--- config.mk ---
export PLATFORM = sky130hd
export DESIGN_NAME = multiword_add_seq
export DESIGN_NICKNAME = d
export VERILOG_FILES = /design/src/rtl/multiword_add_seq_pkg.sv /design/src/rtl/cla4_slice.sv /design/src/rtl/multiword_add_seq.sv
export SDC_FILE = /design/constraint.sdc
export NUM_CORES = 1
export LEC_CHECK = 0
export BUFFER_PORTS_ARGS = -buffer_cell sky130_fd_sc_hd__buf_2
export CORE_MARGIN = 2
export CORE_UTILIZATION = 59
export DETAILED_ROUTE_END_ITERATION = 6
export HOLD_SLACK_MARGIN = 0.15
export PLACE_DENSITY = 0.94
export SYNTH_ARGS = -nofsm -noshare
export SYNTH_HDL_FRONTEND = slang
export SYNTH_SLANG_ARGS = --single-unit
export TNS_END_PERCENT = 1
--- constraint.sdc ---
create_clock -name clk -period 4.5 [get_ports clk]
set_input_delay 0.9 -clock clk [delete_from_list [all_inputs] [get_ports clk]]
set_output_delay 0.9 -clock clk [all_outputs]
set_load 0.02 [all_outputs]
--- src/rtl/multiword_add_seq_pkg.sv ---
// Shared constants and FSM state type for the sequential multi-word adder.
package multiword_add_seq_pkg;

    localparam int DEF_SLICE = 4;                      // bits per slice (CLA width)
    localparam int DEF_WORDS = 4;                      // number of slices
    localparam int DEF_WIDTH = DEF_SLICE * DEF_WORDS;  // operand width

    typedef enum logic {
        IDLE = 1'b0,
        RUN  = 1'b1
    } state_t;

endpackage

--- src/rtl/cla4_slice.sv ---
// Combinational 4-bit carry-lookahead adder slice.
module cla4_slice (
    input  logic [3:0] a,
    input  logic [3:0] b,
    input  logic       cin,
    output logic [3:0] sum,
    output logic       cout
);

    logic [3:0] g;
    logic [3:0] p;
    logic [3:1] c;

    // Generate/propagate terms and fully expanded lookahead carries.
    always_comb begin
        g    = a & b;
        p    = a ^ b;
        c[1] = g[0] | (p[0] & cin);
        c[2] = g[1] | (p[1] & g[0]) | (p[1] & p[0] & cin);
        c[3] = g[2] | (p[2] & g[1]) | (p[2] & p[1] & g[0])
             | (p[2] & p[1] & p[0] & cin);
        cout = g[3] | (p[3] & g[2]) | (p[3] & p[2] & g[1])
             | (p[3] & p[2] & p[1] & g[0])
             | (p[3] & p[2] & p[1] & p[0] & cin);
        sum  = p ^ {c[3], c[2], c[1], cin};
    end

endmodule

--- src/rtl/multiword_add_seq.sv ---
// Sequential multi-word adder: one CLA slice per clock, LS slice first.
//
// Handshake: start is sampled only while busy=0; at that edge a, b and cin
// are latched and busy rises. Exactly WORDS edges later done pulses for one
// cycle and sum/cout update together; they hold until the next completion.
// start while busy=1 is ignored.
module multiword_add_seq
    import multiword_add_seq_pkg::*;
#(
    parameter int SLICE = DEF_SLICE,
    parameter int WORDS = DEF_WORDS
) (
    input  logic                     clk,
    input  logic                     rst,
    input  logic                     start,
    input  logic [SLICE*WORDS-1:0]   a,
    input  logic [SLICE*WORDS-1:0]   b,
    input  logic                     cin,
    output logic                     busy,
    output logic                     done,
    output logic [SLICE*WORDS-1:0]   sum,
    output logic                     cout
);

    localparam int WIDTH = SLICE * WORDS;
    localparam int CW    = (WORDS > 1) ? $clog2(WORDS) : 1;

    state_t            state;
    state_t            state_n;
    logic [CW-1:0]     cnt;
    logic [WIDTH-1:0]  a_r;
    logic [WIDTH-1:0]  b_r;
    logic [WIDTH-1:0]  psum;
    logic              carry;
    logic [SLICE-1:0]  slice_sum;
    logic              slice_cout;
    logic              last;

    // Operand registers shift right each RUN cycle, so the active slice is
    // always in the low bits; the partial sum fills from the top down and is
    // fully aligned after WORDS shifts.
    cla4_slice u_cla (
        .a    (a_r[SLICE-1:0]),
        .b    (b_r[SLICE-1:0]),
        .cin  (carry),
        .sum  (slice_sum),
        .cout (slice_cout)
    );

    assign last = (cnt == CW'(WORDS - 1));
    assign busy = (state == RUN);

    // State register.
    always_ff @(posedge clk or posedge rst) begin
        if (rst) state <= IDLE;
        else     state <= state_n;
    end

    // Next-state logic.
    always_comb begin
        state_n = state;
        case (state)
            IDLE:    if (start) state_n = RUN;
            RUN:     if (last)  state_n = IDLE;
            default: state_n = IDLE;
        endcase
    end

    // Datapath: latch operands, step one slice per cycle, publish on completion.
    always_ff @(posedge clk or posedge rst) begin
        if (rst) begin
            cnt   <= '0;
            a_r   <= '0;
            b_r   <= '0;
            psum  <= '0;
            carry <= 1'b0;
            done  <= 1'b0;
            sum   <= '0;
            cout  <= 1'b0;
        end else begin
            done <= 1'b0;
            if (state == IDLE) begin
                if (start) begin
                    a_r   <= a;
                    b_r   <= b;
                    carry <= cin;
                    cnt   <= '0;
                    psum  <= '0;
                end
            end else begin
                a_r   <= a_r >> SLICE;
                b_r   <= b_r >> SLICE;
                psum  <= {slice_sum, psum[WIDTH-1:SLICE]};
                carry <= slice_cout;
                cnt   <= cnt + CW'(1);
                if (last) begin
                    sum  <= {slice_sum, psum[WIDTH-1:SLICE]};
                    cout <= slice_cout;
                    done <= 1'b1;
                end
            end
        end
    end

endmodule
==> impl_metrics.json <==
{
  "hold_end": "psum[11]",
  "crit_family": "flip-flops",
  "worstSetupStartpointType": "flip-flop",
  "yosys-top-cells-count": "66 x dfrtp_1, 42 x o21ai_0, 40 x nand2_1",
  "r2r_cells": 3,
  "syn_avg_cell_area_um2": 11.2,
  "crit_type": "reg -> out",
  "ir_worst_vdd_v": 0.000324,
  "track_usage_pct": 22.3,
  "crit_fanout": 25,
  "hp-start": "psum[15]",
  "core-area_um2": 4750,
  "worst_slack_ps": 2380,
  "cp_slowest_cell": "dfrtp_2",
  "grt_max_degree": 66,
  "setup.worst_path.end_class": "primary output",
  "cts_resized": 0,
  "final_nets": 356,
  "io_buffers": 54,
  "min_period_over_period_pct": 47.2,
  "initial_core_util_pct": 61.6,
  "total_power_w": 0.00215,
  "rsz0062_at_grt": "no",
  "final_core_util_pct": 71.9,
  "final_layout_size_suffix_gt1_share_pct": 27.6,
  "p_leak_nw": 1.74,
  "max_stage_delay_ps": 630,
  "hold_depth": 2,
  "min_period_ps": 2120,
  "syn_nets": 304,
  "slew_headroom_pct": 63.5,
  "clkTransAtPathRegs_ps": 70,
  "routed_via_density": 5.37,
  "cts_buffers": 9,
  "skew_ps": 6.08,
  "drt_iter0_drc": 158,
  "hold_viol": 0,
  "required_ps": 3600,
  "grt_overflow": 0,
  "r2r-end": "sum[0]",
  "cts_tree": "done",
  "ff2ff_setup_slack_ps": 2610,
  "io_pins": 55,
  "status": "finished, final reports clean",
  "rows": 25,
  "crit_buf_inv": 1,
  "synth.distinct_cells": 28,
  "timing.hold.ws_ps": 475,
  "die_w_um": 74.5,
  "post_drt_wl_per_cell_um": 14.2,
  "crit_chain": "buf_2",
  "grt_pass1_vias": 1944,
  "grt_use_met2_pct": 33.2,
  "top_usage_layer": "met2",
  "via_count": 2074,
  "cts_hold_buffers": 0,
  "grt_use_met1_pct": 30.1,
  "max_freq_ghz": 0.471,
  "htree_levels": 3,
  "clk_latency_ps": 340,
  "drv_cap": 0,
  "synth.most_common_cell": "dfrtp_1",
  "post-cts-setup-buffers": 0,
  "worstPathArrival_ps": 1220,
  "cts.sinks": 66,
  "synthCells": 262,
  "drcViolationCount": 0,
  "place_congestion": 0.754,
  "crit-reg2reg-launch": "busy",
  "ys.flop_type": "dfrtp_1",
  "yosys.area.top_type": "dfrtp_1",
  "cts-root-buf": "clkbuf_8",
  "antenna_found_initial": 0,
  "synth_warnings": 0,
  "synth_edf_count": 0,
  "pre_cts_slack_ps": 2300,
  "die_area_um2": 5540,
  "hold_path.class": "reg -> reg",
  "fin_setup_tns_ps": 0,
  "fp.dieH_um": 74.5,
  "ys_seq_area_share_pct": 56.4,
  "worst_pin_slew_ps": 544,
  "synthTopCellsByArea": "dfrtp_1 56%, mux2i_1 12%, o21ai_0 7.2%",
  "synth_seq_cells": 66,
  "hpwlAfterDp_mm": 3.75,
  "dr.pass1.iters": 4,
  "syn_area_um2": 2930,
  "area_delta_synth_final_pct": 16.7,
  "setup_viol": 0,
  "slew_violations": 0,
  "routed_wl_mm": 5.50,
  "grt_pass1_wl_mm": 9.07,
  "grt_use_met3_pct": 6.37,
  "clockBufferDepth": 2,
  "fill_cells": 372,
  "num_antenna_cells": 0,
  "synth_top_area_share_pct": 56.4,
  "powerDensity_nw_per_um2": 628,
  "synth-async-reset-ratio_pct": 100,
  "postRouteAntennaNets": 0
}
-- layer usage --
layer | routed length [um] | vias to the layer above | part of all wire [%]
met4 | 135 | 0 | 2.5
li1 | - | 1016 | -
met5 | 0 | - | 0
met2 | 2650 | 61 | 48
met3 | 295 | 13 | 5.4
met1 | 2420 | 984 | 44
-- cell type report --
class,count,area [um2],share of cell area [%]
clock buffer,10,128,3.73
inverter,5,18.8,0.549
clock inverter,6,57.6,1.68
tap,67,83.8,2.45
timing repair buffer,57,293,8.57
sequential,66,1650,48.4
multi-input combinational,175,1180,34.7
-- worst max-delay path by stage --
stage / startpoint / end / depth (start not counted)
3_3_place_gp: start / a_r[4] / 4
3_5_place_dp: start / b_r[5] / 4
6_report: busy / busy / 1
5_1_grt: busy / busy / 1
4_1_cts: busy / busy / 1
2_1_floorplan: rst / a_r[0] / 1
-- per-stage QoR --
step                instance area [um2]  cells
floorplan                          2930    262
global route                       3420    386
CTS                                3420    386
finish                             3420    386
global placement                   3230    370
detailed placement                 3230    370
-- where the power goes --
part / leakage (nW) / switching [W] / internal, W
Sequential: 0.864 / 0.000151 / 0.000811
Combinational: 0.776 / 0.000414 / 0.000301
Clock: 0.0958 / 0.000217 / 0.000252
Total: 1.74 / 0.000782 / 0.00136
-- placed cells by master (no fill, tap or decap), types with 5 or more instances in the layout --
| cell | count |
|---|---|
| dfrtp_1 | 65 |
| buf_2 | 54 |
| o21ai_0 | 42 |
| nand2_1 | 40 |
| mux2i_1 | 35 |
| mux2_2 | 13 |
| nor2_1 | 10 |
| nand2b_1 | 10 |
| clkbuf_8 | 9 |
| ha_1 | 5 |
-- worst register-to-register path, cell delays in order (launching register included) --
cell and delay, ps:
dfrtp_2 570, nand2_2 250, clkinv_1 490, mux2_2 460
-- logic make-up after synthesis --
family	after synthesis	share of synthesized area [%]
mux	48	17.0
compound gates	54	10.4
fa+ha+maj	6	2.82
buf+inv	21	3.16
xor+xnor	1	0.299
simple gates	66	10.0
flops	66	56.4
-- state kept, by name (all words and copies together) (netlist names) --
| signal | count |
|---|---|
| carry | 1 |
| sum | 16 |
| done | 1 |
| psum | 12 |
| busy | 1 |
| cnt | 2 |
| a_r | 16 |
| b_r | 16 |
| cout | 1 |
Note: power is estimated with default switching activity, not from simulation.
